==> config.mk <==
export PLATFORM = sky130hd
export DESIGN_NAME = imem_loader
export DESIGN_NICKNAME = d
export VERILOG_FILES = /design/src/rtl/imem_loader_pkg.sv /design/src/rtl/imem_loader_assembler.sv /design/src/rtl/imem_loader.sv
export SDC_FILE = /design/constraint.sdc
export NUM_CORES = 1
export LEC_CHECK = 0
export CORE_MARGIN = 2
export CORE_UTILIZATION = 45
export CTS_CLUSTER_DIAMETER = 80
export DETAILED_ROUTE_END_ITERATION = 10
export GPL_ROUTABILITY_DRIVEN = 1
export PLACE_DENSITY = 0.7
export SYNTH_ARGS = -nofsm -noshare
export SYNTH_HDL_FRONTEND = slang
export SYNTH_HIERARCHICAL = 1
export SYNTH_SLANG_ARGS = --single-unit
==> constraint.sdc <==
create_clock -name clk -period 4.1 [get_ports clk]
set_input_delay 0.82 -clock clk [delete_from_list [all_inputs] [get_ports clk]]
set_output_delay 0.82 -clock clk [all_outputs]
set_load 0.005 [all_outputs]
==> src/rtl/imem_loader_pkg.sv <==
// Shared types and sizing for the instruction-memory loader.
// Holds the loader state enum, memory geometry and the length-field mask.
package imem_loader_pkg;

    localparam int ADDR_W          = 12;
    localparam int INSTR_W         = 19;
    localparam int BYTES_PER_INSTR = 3;

    localparam logic [ADDR_W-1:0] LEN_MASK = 12'hFFF;

    typedef enum logic [3:0] {
        S_IDLE,
        S_LEN_HI,
        S_LEN_LO,
        S_B0,
        S_B1,
        S_B2,
        S_WRITE,
        S_CHK,
        S_DONE
    } loader_state_t;

endpackage

==> src/rtl/imem_loader_assembler.sv <==
// Instruction word assembler: shifts stream bytes big-endian into a word
// and exposes the INSTR_W-bit instruction slice.
// Ports: clk, rst (async active-low), clr (zero word/checksum),
//   shift_en (accept byte_in), byte_in, instr (assembled word),
//   csum (XOR of shifted bytes, only with IMEM_LOADER_CHECKSUM_EN).
module imem_loader_assembler
    import imem_loader_pkg::*;
(
    input  logic               clk,
    input  logic               rst,
    input  logic               clr,
    input  logic               shift_en,
    input  logic [7:0]         byte_in,
    output logic [INSTR_W-1:0] instr
`ifdef IMEM_LOADER_CHECKSUM_EN
    ,
    output logic [7:0]         csum
`endif
);

    // Only the low INSTR_W bits of the BYTES_PER_INSTR*8-bit word are kept;
    // the upper bits would be discarded on write anyway, so they simply
    // fall off the top of the shift.
    logic [INSTR_W-1:0] asm_q;
    logic [INSTR_W-1:0] asm_d;

    always_comb begin
        asm_d = asm_q;
        if (clr) begin
            asm_d = '0;
        end else if (shift_en) begin
            asm_d = INSTR_W'({asm_q, byte_in});
        end
    end

    always_ff @(posedge clk or negedge rst) begin
        if (!rst) begin
            asm_q <= '0;
        end else begin
            asm_q <= asm_d;
        end
    end

    assign instr = asm_q;

`ifdef IMEM_LOADER_CHECKSUM_EN
    logic [7:0] csum_q;
    logic [7:0] csum_d;

    always_comb begin
        csum_d = csum_q;
        if (clr) begin
            csum_d = '0;
        end else if (shift_en) begin
            csum_d = csum_q ^ byte_in;
        end
    end

    always_ff @(posedge clk or negedge rst) begin
        if (!rst) begin
            csum_q <= '0;
        end else begin
            csum_q <= csum_d;
        end
    end

    assign csum = csum_q;
`endif

endmodule

==> src/rtl/imem_loader.sv <==
// Boot loader: fills instruction memory from a byte stream (2 length bytes,
// then 3 big-endian bytes per instruction) and holds the CPU until done.
// Ports: clk, rst (async active-low), start, byte_in/byte_valid/byte_ready,
//   imem_we/imem_addr/imem_wdata, cpu_hold, done, err.
// Option: IMEM_LOADER_CHECKSUM_EN adds a trailing XOR checksum byte.
module imem_loader
    import imem_loader_pkg::*;
(
    input  logic               clk,
    input  logic               rst,
    input  logic               start,
    input  logic [7:0]         byte_in,
    input  logic               byte_valid,
    output logic               byte_ready,
    output logic               imem_we,
    output logic [ADDR_W-1:0]  imem_addr,
    output logic [INSTR_W-1:0] imem_wdata,
    output logic               cpu_hold,
    output logic               done,
    output logic               err
);

`ifdef IMEM_LOADER_CHECKSUM_EN
    localparam loader_state_t S_LAST = S_CHK;
`else
    localparam loader_state_t S_LAST = S_DONE;
`endif

    loader_state_t     state_q, state_d;
    logic [ADDR_W-1:0] len_q, len_d;
    logic [ADDR_W-1:0] addr_q, addr_d;
    logic [ADDR_W-1:0] addr_nxt;
    logic [ADDR_W-1:0] len_lo_cand;
    logic              asm_clr;
    logic              asm_shift;
    logic [INSTR_W-1:0] asm_instr;

`ifdef IMEM_LOADER_CHECKSUM_EN
    logic       err_q, err_d;
    logic [7:0] csum;
`endif

    assign addr_nxt    = addr_q + 1'b1;
    assign len_lo_cand = LEN_MASK & {len_q[11:8], byte_in};

    always_comb begin
        state_d    = state_q;
        len_d      = len_q;
        addr_d     = addr_q;
        asm_clr    = 1'b0;
        asm_shift  = 1'b0;
        byte_ready = 1'b0;
        imem_we    = 1'b0;
`ifdef IMEM_LOADER_CHECKSUM_EN
        err_d      = err_q;
`endif
        case (state_q)
            S_IDLE, S_DONE: begin
                if (start) begin
                    state_d = S_LEN_HI;
                    addr_d  = '0;
                    asm_clr = 1'b1;
`ifdef IMEM_LOADER_CHECKSUM_EN
                    err_d   = 1'b0;
`endif
                end
            end
            S_LEN_HI: begin
                byte_ready = 1'b1;
                if (byte_valid) begin
                    len_d   = {byte_in[3:0], len_q[7:0]};
                    state_d = S_LEN_LO;
                end
            end
            S_LEN_LO: begin
                byte_ready = 1'b1;
                if (byte_valid) begin
                    len_d   = len_lo_cand;
                    state_d = (len_lo_cand == '0) ? S_LAST : S_B0;
                end
            end
            S_B0, S_B1, S_B2: begin
                byte_ready = 1'b1;
                if (byte_valid) begin
                    asm_shift = 1'b1;
                    unique case (1'b1)
                        state_q == S_B0: state_d = S_B1;
                        state_q == S_B1: state_d = S_B2;
                        default:         state_d = S_WRITE;
                    endcase
                end
            end
            S_WRITE: begin
                imem_we = 1'b1;
                addr_d  = addr_nxt;
                state_d = (addr_nxt < len_q) ? S_B0 : S_LAST;
            end
`ifdef IMEM_LOADER_CHECKSUM_EN
            S_CHK: begin
                byte_ready = 1'b1;
                if (byte_valid) begin
                    err_d   = (byte_in != csum);
                    state_d = S_DONE;
                end
            end
`endif
            default: state_d = S_IDLE;
        endcase
    end

    always_ff @(posedge clk or negedge rst) begin
        if (!rst) begin
            state_q <= S_IDLE;
            len_q   <= '0;
            addr_q  <= '0;
        end else begin
            state_q <= state_d;
            len_q   <= len_d;
            addr_q  <= addr_d;
        end
    end

`ifdef IMEM_LOADER_CHECKSUM_EN
    always_ff @(posedge clk or negedge rst) begin
        if (!rst) begin
            err_q <= 1'b0;
        end else begin
            err_q <= err_d;
        end
    end

    assign err = err_q;
`else
    assign err = 1'b0;
`endif

    imem_loader_assembler u_asm (
        .clk      (clk),
        .rst      (rst),
        .clr      (asm_clr),
        .shift_en (asm_shift),
        .byte_in  (byte_in),
        .instr    (asm_instr)
`ifdef IMEM_LOADER_CHECKSUM_EN
        ,
        .csum     (csum)
`endif
    );

    assign imem_addr  = addr_q;
    assign imem_wdata = asm_instr;
    assign cpu_hold   = (state_q != S_DONE);
    assign done       = (state_q == S_DONE);

endmodule

==> summary.md, run 1 <==
| Metric | Value |
|---|---|
| First-pass iteration count of the detailed router | 5 |
| Final slew viol count | 0 |
| Synth top area share | 45.1% |
| Util after Layout | 57.7% |
| Nets | 334 |
| Flop pwr share | 40.7% |
| Worst hold path type | flip-flop to flip-flop |
| Final Skew | 3.00 ps |
| Layer with the highest usage | met2 |
| Initial Utilization | 47.0% |
| Clock network power share | 19.3% |
| Placed instance area | 3070 sq um |
| Logic pwr share | 40.1% |
| Endpoints failing setup | 0 |
| Max_slew headroom | 31.9% |
| Number of flops mapped to enable cells by yosys | 0 |
| Max-capacitance violation count | 0 |
| Fraction of registers with async set/reset | 100% |
| Port Buffers | 46 |
| M3 GR Usage | 2.81% |
| Sw Share | 35.0% |
| Max IR drop VDD | 0.394 mV |
| Routed WL | 5.58 mm |
| Die Ht | 80.1 um |
| Cell internal pwr | 0.00122 W |
| Vias per inst | 5.24 |
| Hold buffers post-CTS | 0 |
| Post-CTS sizing | 0 |
| Synth Cell Area | 2610 sq um |
| Fin cells | 383 |
| I/O pins | 48 |
| TritonCTS clock tree | done |
| Required @ worst endpoint | 3280 ps |
| Post-synth top cells | 47 x dfrtp_1, 35 x nand2_1, 31 x nor2_1 |
| CTS Buf Count | 5 |
| Largest net degree at the start of global routing | 48 |
| GRT Total Usage | 18.1% |
| Post-synth top flop | dfrtp_1 |
| Final TNS setup | 0 ps |
| Detail Placement HPWL | 3.95 mm |
| Slew at the pin with the worst max-slew slack | 1020 ps |
| Crit path capture type | output port |
| Initial antenna violation count | 0 |
| Psw | 0.000657 W |
| Worst-skew pair later-pin latency | 300 ps |
| Status | complete, no violations |
| Post-DRT Antenna Nets | 0 |
| Clk buf depth | 2 |
| Post-CTS Setup Inserts | 0 |
| Reg2Reg Depth | 11 |
| Yosys warning total | 6 |
| Die extent in x | 80.1 um |
| Number of global-route vias before repair | 1923 |
| Final-layout fill cell count | 511 |
| Synth unique cells | 45 |
| Share of layout cells above drive strength 1 | 9.00% |
| Syn_nets | 292 |
| N_diodes | 0 |
| Met2 GRT Util | 30.3% |
| Clock sink count | 47 |
| CP Launch Type | flip-flop |
| WHS Path Cells | 1 |
| Grt ovf | 0 |
| Cell with the most instances after synthesis | dfrtp_1 |
| Synth Area per Inst | 9.72 sq um |
| Tot Pwr | 0.00188 W |
| Detailed-route via count | 2008 |
| CTS Root Cell | clkbuf_8 |
| Fin crit share | 79.6% |
| P_leak | 1.44 nW |
| Die area | 6420 sq um |
| Finished Cell Area | 3200 sq um |
| Area growth from synthesis to layout | 22.6% |
| Synth Instances | 268 |
| Clk slew on worst S/H paths | 90 ps |
| PD cells | 587 nW/um^2 |
| Number of DRC markers in iteration 0 | 78 |
| Routability-driven placement congestion ratio | 0.829 |
| Worst-path fanout max | 15 |
| Final hold violations | 0 |
| Synth area leader | dfrtp_1 |
| Wire per inst | 14.6 um |
| Worst Path Class, Setup | flip-flop to output port |
| Fmax | 0.306 GHz |
| Synth area leaders | dfrtp_1 45%, mux2i_1 8.4%, ha_1 5.8% |
| Global Route met1 Usage | 24.6% |
| FF+latch count, synth | 47 |
| CP arrival | 2440 ps |
| CTS H-tree lvls | 2 |
| Post-route DRC | 0 |
| Placeable Area | 5540 sq um |
| First-pass GRT wire length | 9.15 mm |
| Placed insts | 375 |
| Register area share after synthesis | 45.1% |
| Period minus WS final | 3260 ps |
| Row Count | 27 |
| RSZ-0062 raised after global routing | false |
[per-stage QoR]
step	hold slack [ps]	worst slack (ps)
2_1_floorplan	472	1540
4_1_cts	515	843
6_report	511	835
3_3_place_gp	491	1200
3_5_place_dp	493	1180
5_1_grt	541	701
[state kept, by name (all words and copies together) (netlist names)]
register     cells
u_asm/instr     19
imem_addr       12
len_q           12
state_q          4
[critical path, stage by stage (launching register included)]
cell,delay [ps]
dfrtp_1,660
nand2b_4,100
or3b_1,650
clkinv_4,210
clkdlybuf4s50_1,520
[cells in the final DEF, fill, tap and decap left out, drive strengths merged, types with 4 or more instances in the layout]
| cell type | instances |
|---|---|
| a21oi | 7 |
| clkbuf | 6 |
| clkdlybuf4s50 | 45 |
| dfrtp | 47 |
| ha | 12 |
| inv | 17 |
| mux2 | 9 |
| mux2i | 22 |
| nand2 | 35 |
| nand3 | 8 |
| nor2 | 31 |
| nor3 | 4 |
| nor4 | 5 |
| o21ai | 23 |
| xnor2 | 5 |
| xor2 | 5 |
[worst paths after layout]
kind	endpoint	start	slack, ps
max	imem_we	state_q[1]$_DFFE_PN0P_	840
min	len_q[4]$_DFFE_PN0P_	len_q[4]$_DFFE_PN0P_	510
max reg2reg	state_q[3]$_DFFE_PN0P_	imem_addr[0]$_DFFE_PN0P_	1160
min reg2reg	len_q[4]$_DFFE_PN0P_	len_q[4]$_DFFE_PN0P_	510
max in group asynchronous	imem_addr[6]$_DFFE_PN0P_	rst	2780
min in group asynchronous	u_asm/instr[14]$_DFFE_PN0P_	rst	690
[power groups by stage]
stage / Combinational [W] / Sequential, W / Clock, W
2_1_floorplan: 0.000500 / 0.000723 / 0
3_3_place_gp: 0.000745 / 0.000764 / 0
3_5_place_dp: 0.000756 / 0.000771 / 0
4_1_cts: 0.000764 / 0.000764 / 0.000373
5_1_grt: 0.000840 / 0.000787 / 0.000392
6_report: 0.000752 / 0.000763 / 0.000361
[logic make-up after synthesis]
kind of cell               count (synthesis)  synth area share [%]
DFF                                       47                  45.1
xor gates and xnor gates                  10                  3.36
adders and majority gates                 13                  6.14
buffers and inverters                     30                  6.72
and+or+nand+nor                           94                  16.7
other                                      1                 0.144
AOI/OAI and AO/OA                         42                  9.51
muxes                                     31                  12.3
[final cells by class]
class / instances / area [sq um] / area share, %
multi-input combinational: 191 / 1270 / 39.7
inverter: 17 / 68.8 / 2.15
timing repair buffer: 48 / 470 / 14.7
sequential: 47 / 1180 / 36.8
clock buffer: 6 / 82.6 / 2.58
tap: 72 / 90.1 / 2.82
clock inverter: 2 / 38.8 / 1.21
[routing by layer]
| layer | share of wire (%) | wire [um] | vias to the layer above |
|---|---|---|---|
| met4 | 0.91 | 51 | 0 |
| met1 | 47 | 2610 | 965 |
| met2 | 50 | 2770 | 36 |
| met3 | 2.7 | 151 | 5 |
| li1 | - | - | 1002 |
| met5 | 0 | 0 | - |
(Power assumes the default switching activity.)
==> run 2: changes to the inputs <==
Settings changed: PLACE_DENSITY 0.7 to 0.73.
Clock period 4.1 ns to 2.7 ns, I/O delays scaled along.
==> summary.md, run 2 (synthesis gave the netlist of run 1 again) <==
| Metric | Value |
|---|---|
| Max IR drop VDD | 0.436 mV (was 0.394 mV) |
| Detail Placement HPWL | 4.22 mm (was 3.95 mm) |
| Worst-skew pair later-pin latency | 310 ps (was 300 ps) |
| Clock sink count | 47 (unchanged) |
| N_diodes | 0 (unchanged) |
| Number of global-route vias before repair | 2071 (was 1923) |
| Wire per inst | 14.9 um (was 14.6 um) |
| FF+latch area | 1180 sq um (about the same) |
| Hold buffers post-CTS | 0 (unchanged) |
| CP arrival | 2820 ps (was 2440 ps) |
| Fmax | 0.382 GHz |
| Placeable Area | 5540 sq um (unchanged) |
| CTS Buf Count | 5 (unchanged) |
| Largest register FFs | 19 (unchanged) |
| I/O pins | 48 (unchanged) |
| Final-layout fill cell count | 485 (was 511) |
| Status | complete, no violations (unchanged) |
| Reg2Reg Depth | 11 (unchanged) |
| Detailed-route via count | 2131 (was 2008) |
| Required @ worst endpoint | 2900 ps (was 3280 ps) |
| Row Count | 27 (unchanged) |
| Initial Utilization | 47.0% (unchanged) |
| Placed instance area | 3140 sq um (was 3070 sq um) |
| CTS Root Cell | clkbuf_8 (unchanged) |
| Grt ovf | 0 (unchanged) |
| Area growth from synthesis to layout | 29.1% (was 22.6%) |
| Post-route DRC | 0 (unchanged) |
| Vias per inst | 5.35 (was 5.24) |
| Routability-driven placement congestion ratio | 0.838 (was 0.829) |
| Port Buffers | 46 (unchanged) |
| Worst-path fanout max | 5 (was 15) |
| Endpoints failing setup | 0 (unchanged) |
| Die Ht | 80.1 um (unchanged) |
| Commonest non-fill, non-tap cell in the layout | clkdlybuf4s50_1 (was dfrtp_1) |
| RSZ-0062 raised after global routing | true (was false) |
| Crit path from | imem_addr[0]$_DFFE_PN0P_ (was state_q[1]$_DFFE_PN0P_) |
| Die area | 6420 sq um (unchanged) |
| Number of DRC markers in iteration 0 | 150 (was 78) |
| Crit path to | state_q[3]$_DFFE_PN0P_ (was imem_we) |
| Routed WL | 5.92 mm (was 5.58 mm) |
| Worst hold path type | primary input to async pin (was flip-flop to flip-flop) |
| CP Launch Type | flip-flop (unchanged) |
| Clk buf depth | 2 (unchanged) |
| Clk slew on worst S/H paths | 90 ps (about the same) |
| CTS H-tree lvls | 2 (unchanged) |
| R2r startpoint | imem_addr[0]$_DFFE_PN0P_ (unchanged) |
| Worst Path Class, Setup | flip-flop to flip-flop (was flip-flop to output port) |
| Period minus WS final | 2610 ps |
| Die extent in x | 80.1 um (unchanged) |
| Finished Cell Area | 3360 sq um (was 3200 sq um) |
| Initial antenna violation count | 0 (unchanged) |
| First-pass iteration count of the detailed router | 4 (was 5) |
| P_leak | 1.53 nW (was 1.44 nW) |
| Largest net degree at the start of global routing | 32 (was 48) |
| GRT Total Usage | 19.9% (was 18.1%) |
| R2R Path End | state_q[3]$_DFFE_PN0P_ (unchanged) |
| Final hold violations | 0 (unchanged) |
| Post-DRT Antenna Nets | 0 (unchanged) |
| PD cells | 857 nW/um^2 (was 587 nW/um^2) |
| TritonCTS clock tree | done (unchanged) |
| Most frequent cells in the layout | 45 x clkdlybuf4s50_1, 40 x dfrtp_1, 34 x nand2_1, 30 x nor2_1, 22 x mux2i_1 (was 47 x dfrtp_1, 45 x clkdlybuf4s50_1, 35 x nand2_1, 31 x nor2_1, 22 x mux2i_1) |
| Final TNS setup | 0 ps (unchanged) |
| Tot Pwr | 0.00288 W (was 0.00188 W) |
| Fin crit share | 96.8% |
| Nets | 349 (was 334) |
| Multi-input gate area | 1350 sq um (was 1270 sq um) |
| Crit path capture type | flip-flop (was output port) |
| Final Skew | 5.93 ps (was 3.00 ps) |
| Share of layout cells above drive strength 1 | 18.4% (was 9.00%) |
| Worst reg-to-reg setup slack | 90 ps (was 1160 ps) |
| Final slew viol count | 0 (unchanged) |
| First-pass GRT wire length | 9.89 mm (was 9.15 mm) |
| Max-capacitance violation count | 0 (unchanged) |
run 2: final cells by class:
class | count | share of cell area [%]
Multi-Input combinational cell | 191 | 40.1
Sequential cell | 47 | 35.2
Clock buffer | 6 | 2.16
Clock inverter | 2 | 0.483
Timing Repair Buffer | 63 | 17.3
Tap cell | 72 | 2.68
Inverter | 17 | 2.05
run 2: worst min path at each step:
stage          startpoint                           to  cells after the start
2_1_floorplan         rst     imem_addr[0]$_DFFE_PN0P_                      0
3_3_place_gp          rst  u_asm/instr[15]$_DFFE_PN0P_                      1
3_5_place_dp          rst  u_asm/instr[15]$_DFFE_PN0P_                      1
4_1_cts               rst  u_asm/instr[15]$_DFFE_PN0P_                      1
5_1_grt               rst  u_asm/instr[15]$_DFFE_PN0P_                      1
6_report              rst  u_asm/instr[14]$_DFFE_PN0P_                      1
run 2: through the flow:
stage / hold WS [ps] / instances / setup slack [ps] / util, %
floorplan: 244 / 268 / 138 / -
global placement: 478 / 384 / 99.3 / 56.7
detailed placement: 487 / 384 / -12.7 / 56.7
CTS: 148 / 392 / 0.942 / 58.4
global route: 153 / 398 / -141 / 60.7
finish: 139 / 398 / 85.1 / 60.7
run 2: timing repair:
action                                  4_1_cts  5_1_grt
buffers inserted                              0        6
endpoints found under the setup margin        2        5
gates resized for setup                       1       21
pin swaps                                     1        5
run 2: report_power, final:
part	leakage [nW]	total, W	switching (W)	internal (W)
clock network	0.0418	0.000437	0.000250	0.000186
registers	0.610	0.00113	0.000190	0.000942
logic	0.880	0.00131	0.000622	0.000691
total	1.53	0.00288	0.00106	0.00182
run 2: metal layers:
| metal | global-route usage, % | share of wire (%) |
|---|---|---|
| met5 | 0 | 0 |
| met4 | 6.10 | 1.2 |
| met3 | 4.72 | 4.4 |
| met2 | 32.7 | 50 |
| met1 | 25.9 | 44 |
run 2: critical path, stage by stage (launching register included):
cell      delay [ps]
dfrtp_2          440
ha_4             160
nand3_1          140
nor2_2           170
nand3_1          110
xnor2_1          210
ha_1             310
nand4_1          160
inv_1             70
a221oi_2         340
a21oi_1          130
a211o_1          270
==> run 3: changes to the inputs <==
Settings changed: CORE_ASPECT_RATIO set to 1.4, CORE_MARGIN 2 to unset.
==> summary.md, run 3 (synthesis gave the netlist of run 1 again) <==
| Metric | Value |
|---|---|
| Hold buffers post-CTS | 0 (unchanged) |
| Psw | 0.000996 W (was 0.00106 W) |
| Sw Share | 35.4% (was 36.9%) |
| Routed WL | 5.51 mm (was 5.92 mm) |
| TritonCTS clock tree | done (unchanged) |
| CP arrival | 2050 ps (was 2820 ps) |
| Die Ht | 92.0 um (was 80.1 um) |
| P_leak | 1.49 nW (was 1.53 nW) |
| Period minus WS final | 2590 ps (was 2610 ps) |
| Clock network power share | 16.7% (was 15.2%) |
| Most frequent cells in the layout | 45 x clkdlybuf4s50_1, 43 x dfrtp_1, 35 x nand2_1, 30 x nor2_1, 22 x mux2i_1 (was 45 x clkdlybuf4s50_1, 40 x dfrtp_1, 34 x nand2_1, 30 x nor2_1, 22 x mux2i_1) |
| Number of DRC markers in iteration 0 | 73 (was 150) |
| Post-DRT Antenna Nets | 0 (unchanged) |
| Placed instance area | 3140 sq um (about the same) |
| Share of layout cells above drive strength 1 | 15.0% (was 18.4%) |
| Finished Cell Area | 3290 sq um (was 3360 sq um) |
| Final hold violations | 0 (unchanged) |
| Endpoints failing setup | 0 (unchanged) |
| Nets | 344 (was 349) |
| CP Launch Type | flip-flop (unchanged) |
| Placeable Area | 5570 sq um (was 5540 sq um) |
| Slowest stage cell, crit path | dfrtp_1 (was dfrtp_2) |
| Cell internal pwr | 0.00182 W (about the same) |
| CTS Root Cell | clkbuf_8 (unchanged) |
| Row Count | 32 (was 27) |
| Initial Utilization | 46.8% (was 47.0%) |
| Status | complete, no violations (unchanged) |
| Worst Path Class, Setup | flip-flop to output port (was flip-flop to flip-flop) |
| Worst reg-to-reg setup slack | 170 ps (was 90 ps) |
| Worst-path fanout max | 13 (was 5) |
| Wire per inst | 14.2 um (was 14.9 um) |
| PD cells | 856 nW/um^2 (was 857 nW/um^2) |
| Worst stage delay on the critical path | 650 ps (was 440 ps) |
| Die extent in x | 66.3 um (was 80.1 um) |
| CTS H-tree lvls | 2 (unchanged) |
| Util after Layout | 59.1% (was 60.7%) |
| Die area | 6100 sq um (was 6420 sq um) |
| CP delay by family, top | flip-flops (was compound AO/OA/AOI/OAI gates) |
| N_diodes | 0 (unchanged) |
| Buffer and inverter count on the worst path | 2 (was 1) |
| First-pass iteration count of the detailed router | 4 (unchanged) |
| Vias per inst | 5.32 (was 5.35) |
| Tot Pwr | 0.00281 W (was 0.00288 W) |
| Worst hold slack | 309 ps (was 139 ps) |
| Logic pwr share | 43.5% (was 45.6%) |
| Post-route DRC | 0 (unchanged) |
| Largest register FFs | 19 (unchanged) |
| Routability-driven placement congestion ratio | 0.814 (was 0.838) |
| Post-CTS Setup Inserts | 0 (unchanged) |
| Port Buffers | 46 (unchanged) |
| Fmax | 0.386 GHz (was 0.382 GHz) |
| Area growth from synthesis to layout | 26.1% (was 29.1%) |
| Detailed-route via count | 2068 (was 2131) |
| I/O pins | 48 (unchanged) |
| Crit path capture type | output port (was flip-flop) |
| Critical path, cell by cell | or3b_1, clkinv_4, clkdlybuf4s50_1 (was ha_4, nand3_1, nor2_2, nand3_1, xnor2_1, ha_1, nand4_1, inv_1, a221oi_2, a21oi_1, a211o_1) |
| Required @ worst endpoint | 2160 ps (was 2900 ps) |
| Grt ovf | 0 (unchanged) |
| Clk buf depth | 2 (unchanged) |
| Worst hold path type | primary input to async pin (unchanged) |
| CTS Buf Count | 5 (unchanged) |
| Fin crit share | 96.0% (was 96.8%) |
| Max IR drop VDD | 0.483 mV (was 0.436 mV) |
| Initial antenna violation count | 0 (unchanged) |
| Post-CTS sizing | 0 (was 1) |
| GRT Total Usage | 19.9% (about the same) |
| Clock sink count | 47 (unchanged) |
| Max-capacitance violation count | 0 (unchanged) |
| Worst-skew pair later-pin latency | 300 ps (was 310 ps) |
| Largest net degree at the start of global routing | 48 (was 32) |
| Final slew viol count | 0 (unchanged) |
| Max_slew headroom | 60.9% |
| Flop pwr share | 39.8% (was 39.3%) |
| Slew at the pin with the worst max-slew slack | 586 ps |
| Detail Placement HPWL | 3.98 mm (was 4.22 mm) |
| First-pass GRT wire length | 9.41 mm (was 9.89 mm) |
| Clk slew on worst S/H paths | 90 ps (about the same) |
| Number of global-route vias before repair | 2006 (was 2071) |
| Commonest non-fill, non-tap cell in the layout | clkdlybuf4s50_1 (unchanged) |
| Final Skew | 7.85 ps (was 5.93 ps) |
-- run 3: cell count changes in the layout (fill, tap and decap cells not counted), sizes merged --
cell,change
clkbuf,+1
buf,-5
inv,-1
-- run 3: power groups by stage --
| stage | combinational (W) | sequential (W) | clock [W] |
|---|---|---|---|
| final | 0.00122 | 0.00112 | 0.000470 |
| after detailed placement | 0.00121 | 0.00113 | 0 |
| after global placement | 0.00119 | 0.00112 | 0 |
| after CTS | 0.00122 | 0.00112 | 0.000483 |
| after global routing | 0.00136 | 0.00115 | 0.000510 |
| after floorplan | 0.000759 | 0.00110 | 0 |
-- run 3: metrics by stage --
stage	setup TNS [ps]	std cells	setup slack, ps
after CTS	0	389	52.8
after global routing	-3.00	389	-3.00
after global placement	0	381	178
final	0	389	109
after detailed placement	0	381	96.0
after floorplan	0	268	138
-- run 3: worst register-to-register path: stages, from the launching register on --
cell and delay [ps]:
dfrtp_2 430, nand3_1 200, nor2_1 290, xor2_1 220
ha_1 280, a21oi_1 160, o21ai_0 150, a221oi_2 310
a21oi_1 100, a211o_1 270
-- run 3: area by class of cell --
| type | count | area [sq um] |
|---|---|---|
| clock buffer | 7 | 96.3 |
| clock inverter | 1 | 7.51 |
| fill | 493 | 2280 |
| inverter | 17 | 68.8 |
| multi-input combinational | 191 | 1300 |
| sequential | 47 | 1180 |
| tap | 68 | 85.1 |
| timing repair buffer | 58 | 546 |
-- run 3: worst paths after layout --
| check | start | to | cells past startpoint |
|---|---|---|---|
| worst max-delay path | state_q[2]$_DFFE_PN0P_ | imem_we | 3 |
| min in group clk | imem_addr[11]$_DFFE_PN0P_ | imem_addr[11]$_DFFE_PN0P_ | 1 |
| worst max register to register | imem_addr[2]$_DFFE_PN0P_ | state_q[3]$_DFFE_PN0P_ | 9 |
| max in group asynchronous | rst | imem_addr[7]$_DFFE_PN0P_ | 2 |
| worst min register to register | imem_addr[11]$_DFFE_PN0P_ | imem_addr[11]$_DFFE_PN0P_ | 1 |
| worst min-delay path | rst | u_asm/instr[5]$_DFFE_PN0P_ | 2 |
-- run 3: per-layer routing --
metal / up-vias / share of wire (%) / GRT usage (%)
met5: - / 0 / 0
met4: 0 / 2.0 / 6.38
met3: 13 / 3.4 / 3.73
met2: 47 / 49 / 32.7
met1: 988 / 46 / 26.0
li1: 1020 / - / -
